[src/rtl/mem_stage.sv]
// mem_stage -- memory access stage of the core pipeline.
//
// Takes one EX-stage result per accept. Non-memory results and misaligned
// accesses are written back on the next cycle with no RAM traffic. Aligned
// loads/stores move to BUSY, hold one data-RAM request until dram_ack, then
// produce a single writeback pulse.
//
// Ports:
//   clk, rst                      core clock, synchronous active-high reset
//   ex_valid/ex_ld/ex_st          EX result present; load / store flags
//   ex_funct3                     [1:0] size (B/H/W/D), [2] unsigned load
//   ex_res                        ALU result = effective address
//   ex_wdata                      store data (low bits)
//   ex_rd_addr                    destination register
//   stall                         EX must hold while high (state BUSY)
//   dram_req/dram_we              RAM request / write enable
//   dram_addr                     doubleword-aligned address
//   dram_wmask/dram_wdata         bit-granular mask and lane-aligned data
//   dram_rdata/dram_ack           RAM read data / completion
//   wb_valid/wb_wen/wb_rd_addr    writeback valid, write enable, register
//   wb_data                       writeback data
//   misalign                      writeback is a misaligned-access report
module mem_stage (
  input  logic        clk,
  input  logic        rst,
  input  logic        ex_valid,
  input  logic        ex_ld,
  input  logic        ex_st,
  input  logic [2:0]  ex_funct3,
  input  logic [63:0] ex_res,
  input  logic [63:0] ex_wdata,
  input  logic [4:0]  ex_rd_addr,
  output logic        stall,
  output logic        dram_req,
  output logic        dram_we,
  output logic [63:0] dram_addr,
  output logic [63:0] dram_wmask,
  output logic [63:0] dram_wdata,
  input  logic [63:0] dram_rdata,
  input  logic        dram_ack,
  output logic        wb_valid,
  output logic        wb_wen,
  output logic [4:0]  wb_rd_addr,
  output logic [63:0] wb_data,
  output logic        misalign
);

  typedef enum logic {
    IDLE = 1'b0,
    BUSY = 1'b1
  } state_t;

  state_t      stateReg;
  logic [2:0]  laneReg;
  logic [1:0]  sizeReg;
  logic        unsReg;
  logic        isLoadReg;

  logic        isMem;
  logic        misaligned;
  logic [1:0]  exSize;
  logic [5:0]  exShift;
  logic [63:0] sizeMask;
  logic [63:0] loadShifted;
  logic [63:0] loadData;

  // Request lines are pure decodes of the state register, so they rise and
  // fall exactly with BUSY.
  assign stall    = (stateReg == BUSY);
  assign dram_req = (stateReg == BUSY);

  always_comb begin
    exSize  = ex_funct3[1:0];
    exShift = {ex_res[2:0], 3'b000};
    isMem   = ex_ld | ex_st;

    case (exSize)
      2'b00:   misaligned = 1'b0;
      2'b01:   misaligned = ex_res[0];
      2'b10:   misaligned = |ex_res[1:0];
      default: misaligned = |ex_res[2:0];
    endcase

    case (exSize)
      2'b00:   sizeMask = 64'h0000_0000_0000_00FF;
      2'b01:   sizeMask = 64'h0000_0000_0000_FFFF;
      2'b10:   sizeMask = 64'h0000_0000_FFFF_FFFF;
      default: sizeMask = 64'hFFFF_FFFF_FFFF_FFFF;
    endcase

    // Bring the addressed lane down to bit 0, then extend from the access size.
    loadShifted = dram_rdata >> {laneReg, 3'b000};
    case (sizeReg)
      2'b00:   loadData = {{56{!unsReg && loadShifted[7]}},  loadShifted[7:0]};
      2'b01:   loadData = {{48{!unsReg && loadShifted[15]}}, loadShifted[15:0]};
      2'b10:   loadData = {{32{!unsReg && loadShifted[31]}}, loadShifted[31:0]};
      default: loadData = loadShifted;
    endcase
  end

  always_ff @(posedge clk) begin
    if (rst) begin
      stateReg   <= IDLE;
      laneReg    <= 3'd0;
      sizeReg    <= 2'd0;
      unsReg     <= 1'b0;
      isLoadReg  <= 1'b0;
      dram_we    <= 1'b0;
      dram_addr  <= 64'd0;
      dram_wmask <= 64'd0;
      dram_wdata <= 64'd0;
      wb_valid   <= 1'b0;
      wb_wen     <= 1'b0;
      wb_rd_addr <= 5'd0;
      wb_data    <= 64'd0;
      misalign   <= 1'b0;
    end else begin
      // Writeback is a single-cycle pulse unless a branch below re-arms it.
      wb_valid <= 1'b0;
      wb_wen   <= 1'b0;
      misalign <= 1'b0;

      if (stateReg == IDLE) begin
        if (ex_valid) begin
          wb_rd_addr <= ex_rd_addr;
          if (!isMem || misaligned) begin
            // Pass-through result, or a misaligned access reported without
            // touching the RAM.
            wb_valid <= 1'b1;
            wb_data  <= ex_res;
            wb_wen   <= !isMem && (ex_rd_addr != 5'd0);
            misalign <= isMem;
          end else begin
            stateReg   <= BUSY;
            laneReg    <= ex_res[2:0];
            sizeReg    <= exSize;
            unsReg     <= ex_funct3[2];
            isLoadReg  <= ex_ld;
            dram_we    <= ex_st;
            dram_addr  <= {ex_res[63:3], 3'b000};
            dram_wmask <= sizeMask << exShift;
            dram_wdata <= ex_wdata << exShift;
          end
        end
      end else begin
        // Address/mask/data stay frozen for the whole BUSY period.
        if (dram_ack) begin
          stateReg <= IDLE;
          dram_we  <= 1'b0;
          wb_valid <= 1'b1;
          wb_wen   <= isLoadReg && (wb_rd_addr != 5'd0);
          wb_data  <= isLoadReg ? loadData : 64'd0;
        end
      end
    end
  end

endmodule
[config.mk]
export PLATFORM = sky130hd
export DESIGN_NAME = mem_stage
export DESIGN_NICKNAME = d
export VERILOG_FILES = /design/src/rtl/mem_stage.sv
export SDC_FILE = /design/constraint.sdc
export NUM_CORES = 1
export LEC_CHECK = 0
export BUFFER_PORTS_ARGS = -buffer_cell sky130_fd_sc_hd__buf_2
export CAP_MARGIN = 30
export CELL_PAD_IN_SITES_DETAIL_PLACEMENT = 1
export CELL_PAD_IN_SITES_GLOBAL_PLACEMENT = 1
export CORE_MARGIN = 10
export CORE_UTILIZATION = 35
export CTS_CLUSTER_SIZE = 40
export DETAILED_ROUTE_END_ITERATION = 8
export GPL_TIMING_DRIVEN = 1
export HOLD_SLACK_MARGIN = 0.12
export PLACE_DENSITY = 0.91
export SKIP_LAST_GASP = 1
export SYNTH_ARGS = -nofsm -noshare
export SYNTH_HDL_FRONTEND = slang
export SYNTH_SLANG_ARGS = --single-unit
[constraint.sdc]
create_clock -name clk -period 2.4 [get_ports clk]
set_input_delay 0.48 -clock clk [delete_from_list [all_inputs] [get_ports clk]]
set_output_delay 0.48 -clock clk [all_outputs]
set_load 0.02 [all_outputs]
Yosys cells after proc, flatten, opt, wreduce, memory -nomap -nowiden --
Index checks and enable logic that the tools add are counted.
Word-level totals: bits in registers 270, bits of input ports 206
Operators by class: equality and inequality tests 6, shifts and indexed selects 3, muxes and demuxes 24, bitwise gates (word level) 4, reduce and logical (&&, ||, !) cells 21
Operators by type and width (number):
- 64-bit case mux with 3 select lines | 2
- 64-bit two-way mux | 5
- 64-bit by 6-bit << shifter with 64-bit output | 2
- 64-bit by 6-bit >> shifter with 64-bit output | 1
- 1-bit two-way mux | 16
- 5-bit nonzero test | 2
- 3-bit AND reduction | 3
- 1-bit logical AND | 5
- 2-bit by 1-bit equality test with 1-bit output (second input constant) | 2
- 2-bit equality test (second input constant) | 2
- 2-bit zero test | 2
- 2-bit != test (second input constant) | 2
- 2-bit nonzero test | 2
- 4-bit OR reduction | 1
- 1-bit NOT | 3
- 1-bit case mux with 3 select lines | 1
- 3-bit OR reduction | 1
- 1-bit zero test | 2
- 2-bit AND reduction | 1
- 2-bit OR reduction | 1
- 1-bit logical OR | 1
- 1-bit bitwise OR | 1

Depth between registers and ports, before layout --
Gate-level depths: netlist of run 1.
word-level depth 6, depth in mapped cells 9, depth with buffers taken out 6

Worst setup path before layout of run 1 --
No wires, ideal clock.
path kind input to register, from input port ex_res[0], to register dram_wdata[17], setup time 128 ps, arrival time 2106 ps, required time 2272 ps, setup slack 166 ps, stages on the path 9, path buffers 4, path through buf_2 o21a_1 a21o_1 or3_1 clkbuf_1 clkbuf_1 buf_2 a21oi_1 nor2_1
Between the ends: cells in the longest elaborated chain, start to end 5
RTL lines:
- start: declaration | RTL line 30 | input logic [63:0] ex_res,
- parallel branches: the longest is 5 deep, another holds 64-bit by 6-bit << shifter with 64-bit output
- end signal: assignment | RTL line 142 | dram_wdata <= ex_wdata << exShift;
- end: declaration | RTL line 38 | output logic [63:0] dram_wdata,
Parallel ways; which one is timed is not known. A chain may end at the register's enable or synchronous reset.

Final worst setup path of run 1 --
from register laneReg[1], to register wb_data[60]
Between the ends: cells in the longest elaborated chain, start to end 6
RTL lines:
- start: declaration | RTL line 54 | logic [2:0] laneReg;
- start signal: assignment | RTL line 135 | laneReg <= ex_res[2:0];
- 64-bit by 6-bit >> shifter with 64-bit output * | RTL line 92 | loadShifted = dram_rdata >> {laneReg, 3'b000};
- 1-bit logical AND, on equally long branches | RTL line 96, 94, 95
- 64-bit case mux with 3 select lines * | RTL line 93 | case (sizeReg)
- 64-bit two-way mux * | RTL line 152 | wb_data <= isLoadReg ? loadData : 64'd0;
- 64-bit two-way mux * | RTL line 147 | if (dram_ack) begin
- 64-bit two-way mux * | RTL line 123 | if (stateReg == IDLE) begin
- end signal: assignment | RTL line 130 | wb_data <= ex_res;
- end signal: assignment | RTL line 152
- end: declaration | RTL line 44 | output logic [63:0] wb_data,
Mark *: on every way between the ends. The rest lies on a longest branch, timed or not. The select of a mux whose other input is x is not followed.

==> results of run 1 <==
## cells in the mapped netlist (3+ instances only)
master / number / area, sq um
nand2_1: 240 / 901
dfxtp_1: 214 / 4280
a21oi_1: 186 / 931
nor2_1: 155 / 582
clkbuf_1: 93 / 349
mux2i_1: 87 / 871
a211oi_1: 74 / 556
o21ai_0: 72 / 360
buf_4: 61 / 458
buf_2: 43 / 215
nor3_1: 41 / 205
mux2_2: 32 / 360
nand3_1: 26 / 130
mux4_2: 22 / 495
o22ai_1: 22 / 138
nor2b_1: 21 / 131
o32ai_1: 16 / 140
a311oi_1: 15 / 131
and3_1: 15 / 93.8
o211ai_1: 14 / 105
o221ai_1: 14 / 123
a21o_1: 12 / 90.1
buf_1: 12 / 45.0
nand2b_1: 12 / 75.1
inv_1: 11 / 41.3
a22oi_1: 9 / 67.6
o21a_1: 9 / 67.6
nor3b_1: 8 / 60.1
o32a_1: 8 / 80.1
nor4_1: 4 / 25.0
mux2_4: 3 / 45.0
## layer usage
layer / routed length [um] / global-route usage / part of all wire
met3: 4930 / 0.0569 / 0.081
met5: 0 / 0 / 0
met4: 2690 / 0.117 / 0.044
met2: 28800 / 0.430 / 0.47
met1: 24800 / 0.322 / 0.41
## critical path, cell delays in order, from the launching register on
cell and delay (ps):
dfxtp_4 420, mux2_4 320, mux4_2 530, nand3b_2 180, o41ai_4 120, buf_4 200
o32a_1 290, o21a_1 170
## cells in the final DEF (no fill, tap or decap), drive strengths merged, types with 22 or more instances in the layout
master,count
a211oi,74
o22ai,22
nand2,240
clkbuf,34
nor2,156
o21ai,73
mux4,22
mux2i,87
mux2,35
dfxtp,214
buf,560
a21oi,186
nor3,43
nand3,26
## power groups by stage
stage | logic (uW) | clock network, uW | registers (uW)
after detailed placement | 2610 | 0 | 4000
after floorplan | 1300 | 0 | 4220
after CTS | 2640 | 4580 | 3920
after global placement | 2520 | 0 | 3980
after global routing | 2860 | 4760 | 3950
final | 2670 | 4540 | 3920
## state kept, by name, summed over array words and instances (netlist names), 2 cells and up
signal      cells
dram_wmask      8
dram_wdata     64
sizeReg         2
dram_addr      61
laneReg         3
wb_data        64
wb_rd_addr      5
## through the flow
| stage | total power [uW] | setup WS [ps] | setup TNS (ps) |
|---|---|---|---|
| detailed placement | 6610 | -127 | -2550 |
| CTS | 11100 | 3.47 | 0 |
| global placement | 6500 | -458 | -17750 |
| global route | 11600 | -31.6 | -316 |
| finish | 11100 | 41.7 | 0 |
| floorplan | 5520 | 166 | 0 |
## final timing paths
check                                    from             to  slack, ps
worst max-delay path               laneReg[1]    wb_data[60]         40
worst min-delay path                ex_res[6]   dram_addr[6]        170
worst max register to register     laneReg[1]    wb_data[60]         40
worst min register to register  dram_addr[45]  dram_addr[45]        450
## repair_timing
item                                    CTS  global route
pin swaps                                 1             2
endpoints found under the setup margin   25            40
cloned                                    0             1
resized for setup                         2             2
setup buffers                             1             0
## final cells by class
type,instances,area (sq um)
clock inverters,17,236
repair buffers,561,3260
inverters,13,48.8
clock buffers,33,748
diodes,9,22.5
flip-flops and latches,214,4290
multi-input cells,1143,7030
fillers,4366,18600
well taps,455,569
## cell families (layout without fill, tap and decap cells)
kind of cell / Yosys count / after routing / synth area share
and+or+nand+nor: 536 / 536 / 0.187
other: 1 / 12 / 0.000302
AOI/OAI and AO/OA: 460 / 460 / 0.233
muxes: 144 / 144 / 0.143
DFF: 214 / 214 / 0.345
buffers and inverters: 224 / 624 / 0.0918
==> impl_metrics.ini, run 1 <==
[yosys]
synthArstFlopShare = 0
syn_inst = 1579
syn_avg_cell_area_sq_um = 7.86
seq_area_frac_synth = 0.345
synth_edf_count = 0
ys.flop_type = dfxtp_1
syn-cell-area_sq_um = 12400
ys_ff_latch = 214
synth_warnings = 0
synth.distinct_cells = 53

[setup_path]
cp.arrival_ps = 2790
critPathKind = register to register
critPathRequiredTime_ps = 2840
rr_worst_depth = 7
crit_fanout = 8
worst_setup_path_start_kind = register
worst_setup_path_end_kind = register

[grt]
grt_pass1_vias = 14500
grt.overflow.total = 0
grt_pass1_wl_um = 90400
grt_max_degree = 86
grt_usage = 0.262
grt_antenna_before_repair = 10

[pwr]
ir_drop_uv = 547
combPwrFrac = 0.240
internal-power_uw = 7520
power.switching_uw = 3620
clock_power_share = 0.408
netSwitchingFraction = 0.325
p_leak_uw = 0.00715
powerDensity_nw_per_um2 = 687
p_seq_frac = 0.352

[cts]
clock_path_buffers = 3
ctsHoldBuffers = 0
clock_latency_ps = 570
cts_max_level = 1
clock-sinks = 214
cts_made_buffers = 27
cts_tree = yes
clk_pin_slew_worst_paths_ps = 60
ctsRootBufferMaster = clkbuf_16

[sta]
timing.hold.ws_ps = 165
tightest_slew_ps = 652
rsz0062_at_grt = true
min_period_ps = 2360
max_clock_freq_mhz = 424
slew_violations = 0
finalClockSkew_ps = 38.1
hold_viol = 0
finalCritPeriodShare = 0.983
slew_headroom = 0.565
setup_viol = 0

[place]
place_inst = 2384
routabilityCongestion = 0.949
placed_cell_area_sq_um = 15100
io_buffers = 469
place_hpwl_um = 46800

[floorplan]
core-area_sq_um = 34800
fp.dieArea_sq_um = 43400
dieHeight_um = 208
die_w_um = 208
io_pins = 473
start_util = 0.357
num_rows = 68

[route]
via_per_inst = 5.72
drt_iter0_drc = 1309
vias = 14000
detail-route-antenna-nets = 0
routed_wl_um = 61200
drt_pass1_iterations = 5
wl_per_cell_um = 25.0
drc = 0

[final_layout]
fin_cells = 2445
nNetsFinal = 2166
syn_to_final_growth_pct = 30.7
layout.core_utilization = 0.466
drive_gt1_frac = 0.347
final_cell_area_sq_um = 16200

[worst_hold_path]
worstHoldPathType = input pin to register
hold_depth = 3

[run_status]
status = complete, no violations

[job]
max_cap_violations = 0
Note: power is estimated with default switching activity, not from simulation.
==> run 2, diff against run 1 <==
--- a/config.mk
+++ b/config.mk
@@ -15,7 +15,7 @@
 export DETAILED_ROUTE_END_ITERATION = 8
 export GPL_TIMING_DRIVEN = 1
 export HOLD_SLACK_MARGIN = 0.12
-export PLACE_DENSITY = 0.91
+export PLACE_DENSITY = 0.85
 export SKIP_LAST_GASP = 1
 export SYNTH_ARGS = -nofsm -noshare
 export SYNTH_HDL_FRONTEND = slang
==> run 2 against run 1 <==
Net effect: sequential power is essentially flat; global-route usage grew 0.20 points; final area rose by 0.32%; wire length about the same; non-clock buffer count rose by 5; combinational power about the same; clock skew down 24 ps; hold slack improved by 18 ps; maximum frequency is 0.42% lower; cell count grew 0.33%; flip-flop and latch count unchanged; largest cell class unchanged; largest power group unchanged; highest routed layer is now met5.
==> impl_metrics.ini, run 2 (same netlist as run 1, synthesis figures left out) <==
[run_status]
status = complete, no violations

[floorplan]
start_util = 0.357
dieHeight_um = 208
num_rows = 68
fp.dieArea_sq_um = 43400
die_w_um = 208
core-area_sq_um = 34800
io_pins = 473

[pwr]
netSwitchingFraction = 0.325
power.switching_uw = 3580
p_seq_frac = 0.356
combPwrFrac = 0.244
power.total_uw = 11000
clock_power_share = 0.400
powerDensity_nw_per_um2 = 679
p_leak_uw = 0.00718
ir_drop_uv = 540
internal-power_uw = 7450

[sta]
slew_headroom = 0.538
fin_ws_ps = 31.7
setup_viol = 0
finalCritPeriodShare = 0.987
rsz0062_at_grt = true
slew_violations = 0
tightest_slew_ps = 691
min_period_ps = 2370
timing.hold.ws_ps = 183
hold_viol = 0
max_clock_freq_mhz = 422
finalClockSkew_ps = 14.1

[place]
place_hpwl_um = 46600
routabilityCongestion = 0.955
post-place-ws_ps = -202
place_inst = 2387
io_buffers = 469

[cts]
clk_pin_slew_worst_paths_ps = 60
ctsRootBufferMaster = clkbuf_16
cts_max_level = 1
clock_path_buffers = 3
clock_latency_ps = 550
cts_tree = yes
clock-sinks = 214
ctsHoldBuffers = 0
cts_made_buffers = 28

[final_layout]
layout_common_cells = buf_2 (466), nand2_1 (240), dfxtp_1 (211), a21oi_1 (184), nor2_1 (155)
syn_to_final_growth_pct = 31.1
multiInputGateArea_sq_um = 7060
seq_area_sq_um = 4290
top_regs = dram_wdata x64, wb_data x64, dram_addr x61
layout.core_utilization = 0.467
fillers = 4327
final_common_cell = buf_2
drive_gt1_frac = 0.348
nNetsFinal = 2172
fin_cells = 2453

[route]
via_per_inst = 5.71
drt_iter0_drc = 1085
routed_wl_um = 61200
drc = 0
detail-route-antenna-nets = 0
wl_per_cell_um = 24.9
drt_pass1_iterations = 5
vias = 14000

[setup_path]
crit_chain = buf_4 > mux2_4 > mux4_2 > nand3b_4 > o41ai_4 > buf_8 > buf_4 > o32ai_2 > a211oi_1
worst_setup_path_end_kind = register
path_common_cell = buf_4
critPathRequiredTime_ps = 2820
cpLargestDelayFamily = multiplexers
crit_buf_inv = 3
max_stage_delay_ps = 520
cp.arrival_ps = 2790
critPathKind = register to register
crit_fanout = 13
crit_path_top_delay_cell = mux4_2
worst_setup_path_start_kind = register

[worst_hold_path]
worstHoldPathType = input pin to register

[job]
max_cap_violations = 0

[grt]
grt_max_degree = 86
grt_pass1_vias = 14500
grt_usage = 0.264
grt.overflow.total = 0
grt_pass1_wl_um = 91500
grt_antenna_before_repair = 12
## run 2: cell types whose count changed in the layout (fill, tap and decap cells not counted), sizes merged
| cell | before | now |
|---|---|---|
| inv | 17 | 13 |
| clkinvlp | 1 | 4 |
| clkinv | 7 | 4 |
| diode | 9 | 10 |
| bufinv | 5 | 3 |
| clkbuf | 34 | 41 |
| buf | 560 | 566 |
## run 2: final timing paths
| kind | slack [ps] | start | cells after the start | end |
|---|---|---|---|---|
| hold reg to reg | 450 | dram_addr[26] | 2 | dram_addr[26] |
| setup reg to reg | 30 | laneReg[1] | 9 | wb_data[52] |
| hold / removal | 180 | ex_res[29] | 3 | dram_addr[29] |
| setup / recovery | 30 | laneReg[1] | 9 | wb_data[52] |
## run 2: metal layers
metal  track usage  wire [um]  vias up
li1              -          -     6366
met1         0.321      24500     6903
met2         0.438      29600      608
met3        0.0631       4620      135
met4         0.105       2400        4
met5             0         21        -
## run 2: power groups by stage
stage / clock network, uW / registers [uW] / logic (uW)
4_1_cts: 4490 / 3920 / 2660
3_3_place_gp: 0 / 3980 / 2540
6_report: 4420 / 3930 / 2690
3_5_place_dp: 0 / 3990 / 2620
5_1_grt: 4640 / 3950 / 2880
2_1_floorplan: 0 / 4220 / 1300
## run 2: what timing repair did
item,4_1_cts,5_1_grt
pin swaps,0,1
buffers inserted,2,2
endpoints found under the setup margin,43,54
resized for setup,3,10
## run 2: layout make-up
type,count,share of cell area
timing repair buffer,566,0.203
tap,455,0.0350
clock buffer,41,0.0505
inverter,13,0.00300
multi-input combinational,1143,0.434
clock inverter,11,0.00862
sequential,214,0.264
antenna,10,0.00154
## run 2: metrics by stage
stage	instance area, sq um	TNS (ps)
6_report	16300	0
4_1_cts	16200	0
3_3_place_gp	15200	-9070
2_1_floorplan	12400	0
3_5_place_dp	15200	-4860
5_1_grt	16300	-101
## run 2: worst reg2reg max path: stages, from the launching register on
cell and delay [ps]:
dfxtp_4 410, buf_4 150, mux2_4 310, mux4_2 520
nand3b_4 120, o41ai_4 110, buf_8 180, buf_4 140
o32ai_2 190, a211oi_1 110
